### src/rtl/program_encoder.sv
// Streaming RV32I encoder: packs instruction descriptors into machine words
// and writes them sequentially into instruction memory, expanding LI.
module program_encoder #(
    parameter int DEPTH  = 256,
    parameter int ADDR_W = 8
) (
    input  logic              clk,
    input  logic              reset,
    input  logic              clr,
    input  logic              req_valid,
    output logic              req_ready,
    input  logic [3:0]        req_kind,
    input  logic [4:0]        req_rd,
    input  logic [4:0]        req_rs1,
    input  logic [4:0]        req_rs2,
    input  logic [2:0]        req_funct3,
    input  logic              req_funct7_5,
    input  logic [31:0]       req_imm,
    output logic              wr_en,
    output logic [ADDR_W-1:0] wr_addr,
    output logic [31:0]       wr_data,
    output logic [ADDR_W:0]   count,
    output logic              full,
    output logic              err
);

    typedef enum logic {IDLE, EMIT2} state_t;

    localparam logic [ADDR_W:0] FULL_C = (ADDR_W+1)'(DEPTH);
    localparam logic [ADDR_W:0] LAST_C = (ADDR_W+1)'(DEPTH - 1);
    localparam logic [ADDR_W:0] ONE_C  = (ADDR_W+1)'(1);

    localparam logic [3:0] K_R      = 4'd0;
    localparam logic [3:0] K_ALUI   = 4'd1;
    localparam logic [3:0] K_LOAD   = 4'd2;
    localparam logic [3:0] K_STORE  = 4'd3;
    localparam logic [3:0] K_BRANCH = 4'd4;
    localparam logic [3:0] K_LUI    = 4'd5;
    localparam logic [3:0] K_AUIPC  = 4'd6;
    localparam logic [3:0] K_JAL    = 4'd7;
    localparam logic [3:0] K_JALR   = 4'd8;
    localparam logic [3:0] K_XORID  = 4'd9;
    localparam logic [3:0] K_LI     = 4'd10;

    localparam logic [6:0] OP_R      = 7'b0110011;
    localparam logic [6:0] OP_ALUI   = 7'b0010011;
    localparam logic [6:0] OP_LOAD   = 7'b0000011;
    localparam logic [6:0] OP_STORE  = 7'b0100011;
    localparam logic [6:0] OP_BRANCH = 7'b1100011;
    localparam logic [6:0] OP_LUI    = 7'b0110111;
    localparam logic [6:0] OP_AUIPC  = 7'b0010111;
    localparam logic [6:0] OP_JAL    = 7'b1101111;
    localparam logic [6:0] OP_JALR   = 7'b1100111;
    localparam logic [6:0] OP_XORID  = 7'b0001011;

    state_t              state_q, state_d;
    logic                wr_en_q, wr_en_d;
    logic [ADDR_W-1:0]   wr_addr_q, wr_addr_d;
    logic [31:0]         wr_data_q, wr_data_d;
    logic [31:0]         word2_q, word2_d;
    logic [ADDR_W:0]     count_q, count_d;
    logic                full_q, full_d;
    logic                err_q, err_d;

    logic [31:0] imm;
    logic [4:0]  rd, rs1, rs2;
    logic [2:0]  f3;
    logic        fit12, fit13, fit21, is_shift;
    logic [19:0] li_hi;
    logic [31:0] enc0, enc1;
    logic        enc_ok, enc_two;
    logic        accept, reject;

    assign imm = req_imm;
    assign rd  = req_rd;
    assign rs1 = req_rs1;
    assign rs2 = req_rs2;
    assign f3  = req_funct3;

    assign fit12 = (&imm[31:11]) | ~(|imm[31:11]);
    assign fit13 = (&imm[31:12]) | ~(|imm[31:12]);
    assign fit21 = (&imm[31:20]) | ~(|imm[31:20]);
    assign is_shift = (f3[1:0] == 2'b01);
    // Rounding the upper part lets the ADDI reuse imm[11:0] as its offset.
    assign li_hi = imm[31:12] + {19'd0, imm[11]};

    always_comb begin
        enc0    = '0;
        enc1    = '0;
        enc_ok  = 1'b1;
        enc_two = 1'b0;
        unique case (req_kind)
            K_R:
                enc0 = {1'b0, req_funct7_5, 5'd0, rs2, rs1, f3, rd, OP_R};
            K_ALUI: begin
                if (is_shift) begin
                    enc_ok = ~(|imm[31:5]);
                    enc0 = {1'b0, f3[2] & req_funct7_5, 5'd0, imm[4:0],
                            rs1, f3, rd, OP_ALUI};
                end else begin
                    enc_ok = fit12;
                    enc0 = {imm[11:0], rs1, f3, rd, OP_ALUI};
                end
            end
            K_LOAD: begin
                enc_ok = fit12 && (f3 != 3'b011) && (f3[2:1] != 2'b11);
                enc0 = {imm[11:0], rs1, f3, rd, OP_LOAD};
            end
            K_STORE: begin
                enc_ok = fit12 && (f3 < 3'b011);
                enc0 = {imm[11:5], rs2, rs1, f3, imm[4:0], OP_STORE};
            end
            K_BRANCH: begin
                enc_ok = fit13 && !imm[0] && (f3[2:1] != 2'b01);
                enc0 = {imm[12], imm[10:5], rs2, rs1, f3,
                        imm[4:1], imm[11], OP_BRANCH};
            end
            K_LUI, K_AUIPC: begin
                enc_ok = ~(|imm[11:0]);
                enc0 = {imm[31:12], rd,
                        (req_kind == K_LUI) ? OP_LUI : OP_AUIPC};
            end
            K_JAL: begin
                enc_ok = fit21 && !imm[0];
                enc0 = {imm[20], imm[10:1], imm[11], imm[19:12], rd, OP_JAL};
            end
            K_JALR: begin
                enc_ok = fit12;
                enc0 = {imm[11:0], rs1, 3'b000, rd, OP_JALR};
            end
            K_XORID: begin
                enc_ok = fit12;
                enc0 = {imm[11:0], rs1, 3'b100, rd, OP_XORID};
            end
            K_LI: begin
                if (fit12) begin
                    enc0 = {imm[11:0], 5'd0, 3'b000, rd, OP_ALUI};
                end else begin
                    enc_two = 1'b1;
                    enc0 = {li_hi, rd, OP_LUI};
                    enc1 = {imm[11:0], rd, 3'b000, rd, OP_ALUI};
                end
            end
            default:
                enc_ok = 1'b0;
        endcase
    end

    assign accept = req_valid && req_ready;
    assign reject = !enc_ok || (enc_two && (count_q == LAST_C));

    always_ff @(posedge clk or negedge reset) begin
        if (!reset) state_q <= IDLE;
        else        state_q <= state_d;
    end

    always_comb begin
        state_d = state_q;
        if (clr) begin
            state_d = IDLE;
        end else begin
            unique case (state_q)
                IDLE:    if (accept && !reject && enc_two) state_d = EMIT2;
                EMIT2:   state_d = IDLE;
                default: state_d = IDLE;
            endcase
        end
    end

    always_comb begin
        req_ready = (state_q == IDLE) && !full_q && !clr;
        wr_en_d   = 1'b0;
        wr_addr_d = wr_addr_q;
        wr_data_d = wr_data_q;
        word2_d   = word2_q;
        count_d   = count_q;
        err_d     = err_q;
        if (clr) begin
            wr_addr_d = '0;
            count_d   = '0;
            err_d     = 1'b0;
        end else if (state_q == EMIT2) begin
            wr_en_d   = 1'b1;
            wr_addr_d = count_q[ADDR_W-1:0];
            wr_data_d = word2_q;
            count_d   = count_q + ONE_C;
        end else if (accept) begin
            if (reject) begin
                err_d = 1'b1;
            end else begin
                wr_en_d   = 1'b1;
                wr_addr_d = count_q[ADDR_W-1:0];
                wr_data_d = enc0;
                word2_d   = enc1;
                count_d   = count_q + ONE_C;
            end
        end
        full_d = (count_d == FULL_C);
    end

    always_ff @(posedge clk or negedge reset) begin
        if (!reset) begin
            wr_en_q   <= 1'b0;
            wr_addr_q <= '0;
            wr_data_q <= '0;
            word2_q   <= '0;
            count_q   <= '0;
            full_q    <= 1'b0;
            err_q     <= 1'b0;
        end else begin
            wr_en_q   <= wr_en_d;
            wr_addr_q <= wr_addr_d;
            wr_data_q <= wr_data_d;
            word2_q   <= word2_d;
            count_q   <= count_d;
            full_q    <= full_d;
            err_q     <= err_d;
        end
    end

    assign wr_en   = wr_en_q;
    assign wr_addr = wr_addr_q;
    assign wr_data = wr_data_q;
    assign count   = count_q;
    assign full    = full_q;
    assign err     = err_q;

endmodule

### config.mk
export PLATFORM = sky130hd
export DESIGN_NAME = program_encoder
export DESIGN_NICKNAME = d
export VERILOG_FILES = /design/src/rtl/program_encoder.sv
export SDC_FILE = /design/constraint.sdc
export NUM_CORES = 1
export LEC_CHECK = 0
export ABC_AREA = 1
export CAP_MARGIN = 20
export CORE_MARGIN = 2
export CORE_UTILIZATION = 54
export CTS_CLUSTER_SIZE = 14
export DETAILED_ROUTE_END_ITERATION = 6
export PLACE_DENSITY = 0.95
export SLEW_MARGIN = 20
export SYNTH_ARGS = -nofsm -noshare
export SYNTH_HDL_FRONTEND = slang
export SYNTH_SLANG_ARGS = --single-unit
export TNS_END_PERCENT = 50
### constraint.sdc
create_clock -name clk -period 4.1 [get_ports clk]
set_input_delay 1.025 -clock clk [delete_from_list [all_inputs] [get_ports clk]]
set_output_delay 1.025 -clock clk [all_outputs]
set_load 0.02 [all_outputs]
==> results of run 1 <==
-- stage by stage --
stage / utilization / instance area (µm²) / hold slack [ps]
global placement: 0.703 / 5830 / 466
finish: 0.725 / 6020 / 489
detailed placement: 0.703 / 5830 / 468
CTS: 0.725 / 6020 / 489
global route: 0.725 / 6020 / 509
floorplan: - / 4650 / 450
-- state kept, by name (all words and copies together) (netlist names) --
register,cells
wr_data,31
word2_q,18
count,9
wr_addr,8
err,1
full,1
state_q,1
wr_en,1
-- per-layer routing --
layer / vias to the layer above / global-route usage / routed length [µm] / share of wire
met5: - / 0 / 0 / 0
met4: 0 / 0.0867 / 363 / 0.025
met3: 34 / 0.0549 / 1260 / 0.086
met2: 289 / 0.529 / 7010 / 0.48
met1: 2327 / 0.427 / 6050 / 0.41
li1: 2369 / - / - / -
-- final timing paths --
check	depth (start not counted)	endpoint	slack, ps
max	15	wr_data[12]$_DFFE_PN0P_	530
min	2	word2_q[4]$_DFFE_PN0P_	490
max reg2reg	5	wr_data[12]$_DFFE_PN0P_	1270
min reg2reg	2	word2_q[4]$_DFFE_PN0P_	490
max in group asynchronous	2	word2_q[21]$_DFFE_PN0P_	2470
min in group asynchronous	1	wr_data[15]$_DFFE_PN0P_	810
-- power by group through the flow --
stage	Combinational (mW)	Clock, mW	Sequential, mW
2_1_floorplan	0.184	0	0.889
3_3_place_gp	0.529	0	0.814
3_5_place_dp	0.538	0	0.816
4_1_cts	0.542	0.544	0.805
5_1_grt	0.584	0.580	0.813
6_report	0.543	0.542	0.805
-- layout by cell type (no fill, tap or decap), types with 6 or more instances in the layout --
| master | Yosys | routed |
|---|---|---|
| nand2_1 | 175 | 175 |
| clkdlybuf4s50_1 | 0 | 110 |
| inv_1 | 87 | 87 |
| dfrtp_1 | 70 | 70 |
| nor2_1 | 58 | 58 |
| o21ai_0 | 58 | 58 |
| nand3_1 | 38 | 38 |
| a21oi_1 | 26 | 26 |
| xor2_1 | 13 | 13 |
| clkbuf_8 | 0 | 9 |
| nand4_1 | 8 | 8 |
| nor3_1 | 8 | 8 |
| nand2_2 | 8 | 8 |
| mux2i_1 | 7 | 7 |
| o22ai_1 | 6 | 6 |
| o221ai_1 | 6 | 6 |
| o21ai_1 | 6 | 6 |
-- cell families (layout without fill, tap and decap cells) --
logic type	count (synthesis)	in the layout	synth area share
DFF	70	70	0.377
buffers and inverters	112	226	0.0993
adders and majority gates	5	5	0.0135
and+or+nand+nor	310	310	0.289
muxes	7	7	0.0151
AOI/OAI and AO/OA	136	136	0.179
xor gates and xnor gates	15	15	0.0282
-- worst max-delay path, cell delays in order --
cell             delay, ps
clkdlybuf4s50_1        560
ha_1                   230
nand3_2                170
nor2_4                 190
nand3_1                140
nand2_1                140
nand2_1                 70
nand2_2                 80
inv_2                   40
nand2_2                 60
nand3_4                150
nand2_4                140
nand2_2                290
buf_12                 290
o31ai_2                230
-- final cells by class --
class	count	area (µm²)	area share
sequential	70	1750	0.291
clock buffer	9	124	0.0206
timing repair buffer	117	1160	0.193
multi-input combinational	473	2440	0.405
tap	105	131	0.0218
clock inverter	7	63.8	0.0106
inverter	93	349	0.0580
==> results.yml, run 1 <==
floorplan:
  die_y_um: 96.8
  die-area_um2: 9370
  pin_count: 112
  die_w_um: 96.8
  fp-row-count: 33
  start_util: 0.560
  core_um2: 8300
yosys:
  syn_area_um2: 4650
  async_reset_ff_frac: 1.00
  syn_nets: 719
  synth_flop_cell: "dfrtp_1"
  synth_edf_count: 0
  ys_seq_elements: 70
  ys_seq_area_frac: 0.377
  yosysWarningCount: 0
  synthCells: 655
  synthTopCellsByCount: "175 x nand2_1, 87 x inv_1, 70 x dfrtp_1"
  yosysTopAreaCell: "dfrtp_1"
  synth_cell_type_count: 46
  yosysTopAreaCellShare: 0.377
  avgSynthCellArea_um2: 7.10
  synthTopCellsByArea: "dfrtp_1 38%, nand2_1 14%, inv_1 7.0%, o21ai_0 6.2%, nor2_1 4.7%"
  synth_most_common_cell: "nand2_1"
sta:
  hold_viol: 0
  fmax_mhz: 280
  period_share: 0.870
  tns_ps: 0
  slew_headroom: 0.355
  skew_ps: 13.9
  layout_min_cycle_time_ps: 3570
  tightest_slew_ps: 967
  fin_ws_ps: 531
  rsz0062_at_grt: "no"
  maxSlewViolCount: 0
  setup_viol_count_final: 0
critical_path:
  worst-path-max-fanout: 45
  worst-setup-path-type: "input pin to flop"
  critPathRequiredTime_ps: 4360
  reg2reg_from: "state_q$_DFF_PN0_"
  crit_path_end_kind: "flop"
  crit_arrival_ps: 3820
  start_kind: "input pin"
  critPathLaunch: "req_imm[11]"
route:
  wl_per_cell_um: 16.8
  drtIter0Drc: 479
  first_pass_iters: 7
  vias: 5019
  avgViaCountPerCell: 5.74
  routed_wl_um: 14700
  drc_errors: 0
  ant_nets: 0
cts:
  cts_hold_buf: 0
  cts_num_sinks: 70
  clkTransAtPathRegs_ps: 80
  cts_buffers: 9
  h-tree-depth: 3
  cts.repair.resized: 0
  cts-root-buf: "clkbuf_8"
  cts_tree: "built"
  cts_setup_buffers: 0
  insertion_delay_ps: 360
  clock_path_buffers: 2
placed_design:
  io_buffer_count: 111
  gp_congestion: 0.948
  dp_slack_ps: 197
  placed_cells: 858
  hpwlAfterDp_um: 11400
power_and_ir_drop:
  internal_power_mw: 1.24
  switching_share: 0.344
  fin_total_pwr_mw: 1.89
  p_switching_mw: 0.650
  clkPwrFrac: 0.287
  pwr-share-seq: 0.426
  p_comb_frac: 0.287
  power_leakage_nw: 2.90
  vdd_ir_drop_max_uv: 273
  power_density_nw_per_um2: 314
finish:
  num-nets-final: 828
  syn_to_final_growth_pct: 29.5
  fin_cells: 874
  antenna_cells: 0
  nFillCells: 652
  drive_gt1_frac: 0.0702
global_routing:
  gr-total-overflow: 0
  grt_max_degree: 46
  antenna_found_initial: 0
  first_global_vias: 4860
  grt_pass1_wl_um: 24100
  grt_util_all_layers: 0.317
hold_path:
  hp-class: "flop to flop"
  min_from: "word2_q[4]$_DFFE_PN0P_"
run_status:
  status: "completed"
run:
  drv_cap: 0
(Power assumes the default switching activity.)
==> run 2, diff against run 1 <==
- CORE_MARGIN: 2 -> 10
- clock period: 4.1 -> 4.25 ns (I/O delays scaled with it)
==> results.yml, run 2 (synthesis results as in run 1) <==
critical_path:
  worst-setup-path-type: "input pin to output port"
  crit_path_end_kind: "output port"
  worst-path-max-fanout: 4
  reg2reg_to: "wr_data[6]$_DFFE_PN0P_"
  path_delay_family: "buffers and inverters"
  critPathBufInv: 2
  start_kind: "input pin"
  cpMostUsedCell: "clkdlybuf4s50_1"
  reg2reg_from: "count[0]$_DFF_PN0_"
  slowest_delay_ps: 660
  crit_path_top_delay_cell: "clkdlybuf4s50_1"
  reg2reg_slack_ps: 1510
  crit_arrival_ps: 2470
  crit_chain: "clkdlybuf4s50_1, nor3_1, clkdlybuf4s50_1"
  reg2regPathDepth: 13
  critPathRequiredTime_ps: 3190
finish:
  layout_commonest_cell: "nand2_1"
  num-nets-final: 828
  drive_gt1_frac: 0.0702
  multiInputGateArea_um2: 2440
  stdcell_area_um2: 6050
  layout_common_cells: "175 x nand2_1, 110 x clkdlybuf4s50_1, 87 x inv_1"
  syn_to_final_growth_pct: 30.0
  area.sequential_um2: 1750
  antenna_cells: 0
  largest_reg_flops: 31
  nFillCells: 642
power_and_ir_drop:
  internal_power_mw: 1.31
  clkPwrFrac: 0.324
  pwr-share-seq: 0.403
  power_density_nw_per_um2: 319
  switching_share: 0.323
  p_comb_frac: 0.273
  p_switching_mw: 0.623
  vdd_ir_drop_max_uv: 262
  power_leakage_nw: 2.92
  fin_total_pwr_mw: 1.93
global_routing:
  first_global_vias: 5031
  antenna_found_initial: 0
  grt_pass1_wl_um: 25600
  grt_max_degree: 64
  grt_util_all_layers: 0.244
  gr-total-overflow: 0
placed_design:
  io_buffer_count: 111
  gp_congestion: 0.979
  place_area_um2: 5820
  dp_slack_ps: 467
  hpwlAfterDp_um: 12600
sta:
  fin_ws_ps: 719
  maxSlewViolCount: 0
  layout_min_cycle_time_ps: 3530
  setup_viol_count_final: 0
  period_share: 0.831
  slew_headroom: 0.436
  tightest_slew_ps: 846
  skew_ps: 18.8
  rsz0062_at_grt: "no"
  tns_ps: 0
  holdWs_ps: 486
  fmax_mhz: 283
  hold_viol: 0
hold_path:
  hp-class: "flop to flop"
  min_from: "wr_data[3]$_DFFE_PN0P_"
  min_to: "wr_data[3]$_DFFE_PN0P_"
  whs_path_depth: 2
cts:
  cts_hold_buf: 0
  h-tree-depth: 3
  cts_tree: "built"
  cts_setup_buffers: 0
  cts_num_sinks: 70
  clock_path_buffers: 2
  insertion_delay_ps: 350
  clkTransAtPathRegs_ps: 80
  cts_buffers: 9
  cts-root-buf: "clkbuf_8"
  cts.repair.resized: 0
floorplan:
  die_w_um: 113
  die-area_um2: 12700
  die_y_um: 113
  start_util: 0.560
  pin_count: 112
  fp-row-count: 33
  core_um2: 8300
route:
  drtIter0Drc: 490
  avgViaCountPerCell: 5.75
  vias: 5025
  first_pass_iters: 6
  drc_errors: 0
  wl_per_cell_um: 18.2
  routed_wl_um: 15900
  ant_nets: 0
run:
  drv_cap: 0
run_status:
  status: "completed"
run 2: cell count changes in the layout (fill, tap and decap cells not counted):
cell and change:
clkinvlp_4 -1, bufinv_16 +2, inv_6 +1, buf_4 +1
buf_12 -1, inv_8 -2
run 2: worst max path at each step:
stage / endpoint / depth (start not counted) / start / slack [ps]
2_1_floorplan: wr_data[30]$_DFFE_PN0P_ / 14 / req_imm[11] / 1500
3_3_place_gp: wr_data[30]$_DFFE_PN0P_ / 15 / req_imm[11] / 510
3_5_place_dp: wr_addr[3]$_DFFE_PN0P_ / 13 / req_kind[2] / 470
4_1_cts: req_ready / 3 / clr / 730
5_1_grt: full$_DFF_PN0_ / 16 / req_kind[1] / 500
6_report: req_ready / 3 / clr / 720
run 2: tightest hold or removal path: stages (launching register included):
cell     delay (ps)
dfrtp_1         350
nand2_1          50
o21ai_0          50
run 2: power by group through the flow:
| stage | Combinational, mW | Sequential, mW | Clock [mW] |
|---|---|---|---|
| 2_1_floorplan | 0.178 | 0.858 | 0 |
| 3_3_place_gp | 0.518 | 0.787 | 0 |
| 3_5_place_dp | 0.526 | 0.789 | 0 |
| 4_1_cts | 0.528 | 0.778 | 0.631 |
| 5_1_grt | 0.568 | 0.787 | 0.656 |
| 6_report | 0.526 | 0.778 | 0.626 |
run 2: stage by stage:
| step | std cells | utilization |
|---|---|---|
| final | 874 | 0.729 |
| after global routing | 874 | 0.729 |
| after CTS | 874 | 0.729 |
| after detailed placement | 858 | 0.701 |
| after global placement | 858 | 0.701 |
| after floorplan | 655 | - |
run 2: final cells by class:
| class | instances | share of cell area |
|---|---|---|
| inverters | 93 | 0.0577 |
| multi-input cells | 473 | 0.403 |
| well taps | 105 | 0.0217 |
| repair buffers | 117 | 0.190 |
| clock buffers | 9 | 0.0205 |
| flip-flops and latches | 70 | 0.290 |
| clock inverters | 7 | 0.0170 |
run 2: metal layers:
layer,GRT usage,share of wire,up-vias
met3,0.0629,0.090,47
met1,0.298,0.41,2321
li1,-,-,2365
met2,0.404,0.47,292
met5,0,0,-
met4,0.0922,0.031,0
==> run 3, diff against run 2 <==
- CORE_UTILIZATION: 54 -> 51
- PLACE_DENSITY: 0.95 -> 0.93
- clock period: 4.25 -> 3.7 ns (I/O delays scaled with it)
==> results.yml, run 3 (synthesis results as in run 1) <==
finish:
  num-nets-final: 833
  multiInputGateArea_um2: 2440
  layout_commonest_cell: "nand2_1"
  largest_reg_flops: 31
  area.sequential_um2: 1750
  antenna_cells: 0
  layout_common_cells: "175 x nand2_1, 110 x clkdlybuf4s50_1, 87 x inv_1"
  drive_gt1_frac: 0.0762
  nFillCells: 762
  stdcell_area_um2: 6070
  syn_to_final_growth_pct: 30.5
critical_path:
  start_kind: "input pin"
  crit_arrival_ps: 3530
  reg2reg_slack_ps: 1060
  worst-path-max-fanout: 16
  reg2reg_from: "count[1]$_DFF_PN0_"
  crit_path_end_kind: "flop"
  reg2regPathDepth: 13
  crit_path_top_delay_cell: "clkdlybuf4s50_1"
  path_depth: 11
  worst-setup-path-type: "input pin to flop"
  worstSetupEndpoint: "word2_q[16]$_DFFE_PN0P_"
  critPathBufInv: 3
  critPathRequiredTime_ps: 3950
  reg2reg_to: "wr_data[26]$_DFFE_PN0P_"
  slowest_delay_ps: 490
  path_delay_family: "buffers and inverters"
  critPathLaunch: "req_imm[11]"
  crit_chain: "clkdlybuf4s50_1, ha_1, nand3_2, nor2_4, nand3_1, nand2_1, nor2_4, inv_1, nor2_2, inv_1, o21ai_0"
cts:
  cts_hold_buf: 0
  insertion_delay_ps: 350
  cts_buffers: 9
  clock_path_buffers: 2
  cts_setup_buffers: 0
  h-tree-depth: 3
  cts.repair.resized: 0
  clkTransAtPathRegs_ps: 80
  cts-root-buf: "clkbuf_8"
  cts_num_sinks: 70
  cts_tree: "built"
sta:
  rsz0062_at_grt: "no"
  tns_ps: 0
  period_share: 0.887
  layout_min_cycle_time_ps: 3280
  hold_viol: 0
  tightest_slew_ps: 569
  fmax_mhz: 305
  setup_viol_count_final: 0
  skew_ps: 9.96
  slew_headroom: 0.617
  holdWs_ps: 482
  fin_ws_ps: 417
  maxSlewViolCount: 0
global_routing:
  antenna_found_initial: 0
  grt_max_degree: 33
  gr-total-overflow: 0
  first_global_vias: 5023
  grt_util_all_layers: 0.237
  grt_pass1_wl_um: 25500
route:
  drtIter0Drc: 416
  vias: 5121
  ant_nets: 0
  first_pass_iters: 6
  wl_per_cell_um: 18.1
  drc_errors: 0
  avgViaCountPerCell: 5.81
  routed_wl_um: 16000
floorplan:
  fp-row-count: 34
  core_um2: 8810
  pin_count: 112
  start_util: 0.528
  die_w_um: 115
  die-area_um2: 13300
  die_y_um: 115
run_status:
  status: "completed"
power_and_ir_drop:
  fin_total_pwr_mw: 2.16
  power_leakage_nw: 2.93
  vdd_ir_drop_max_uv: 292
  power_density_nw_per_um2: 356
placed_design:
  io_buffer_count: 111
  place_area_um2: 5860
  dp_slack_ps: 114
  gp_congestion: 0.971
  hpwlAfterDp_um: 12700
run:
  drv_cap: 0
hold_path:
  hp-class: "flop to flop"
[run 3: changes by cell type in the layout (fill, tap and decap cells not counted)]
cell	change
bufinv_16	-1
clkinv_2	+1
buf_4	+5
clkbuf_8	+1
inv_6	-1
[run 3: per-layer routing]
layer,vias up,share of wire,track usage
met1,2368,0.39,0.281
li1,2381,-,-
met2,324,0.49,0.411
met5,-,0,0
met3,48,0.094,0.0532
met4,0,0.028,0.0845
[run 3: through the flow]
step / std cells / util
after global routing: 882 / 0.689
after detailed placement: 866 / 0.666
final: 882 / 0.689
after global placement: 866 / 0.666
after CTS: 882 / 0.689
after floorplan: 655 / -
[run 3: worst min-delay path: stages (launching register included)]
cell and delay (ps):
dfrtp_1 350, nand2_1 50, o21ai_0 50
[run 3: cell type report]
type | instances | area share
clock buffer | 10 | 0.0227
clock inverter | 6 | 0.0113
inverter | 93 | 0.0575
multi-input combinational | 473 | 0.402
sequential | 70 | 0.289
tap | 108 | 0.0223
timing repair buffer | 122 | 0.196
[run 3: power by group]
group / total (mW) / switching (mW) / internal, mW
Combinational: 0.609 / 0.336 / 0.274
Clock: 0.655 / 0.321 / 0.335
Sequential: 0.894 / 0.0506 / 0.843
Total: 2.16 / 0.707 / 1.45
[run 3: how the worst min path moves through the flow]
stage / startpoint / endpoint / slack (ps) / cells past startpoint
floorplan: word2_q[4]$_DFFE_PN0P_ / word2_q[4]$_DFFE_PN0P_ / 450 / 2
global placement: wr_data[11]$_DFFE_PN0P_ / wr_data[11]$_DFFE_PN0P_ / 470 / 2
detailed placement: wr_data[8]$_DFFE_PN0P_ / wr_data[8]$_DFFE_PN0P_ / 470 / 2
CTS: wr_data[8]$_DFFE_PN0P_ / wr_data[8]$_DFFE_PN0P_ / 490 / 2
global route: wr_addr[3]$_DFFE_PN0P_ / wr_addr[3]$_DFFE_PN0P_ / 520 / 2
finish: wr_data[8]$_DFFE_PN0P_ / wr_data[8]$_DFFE_PN0P_ / 480 / 2
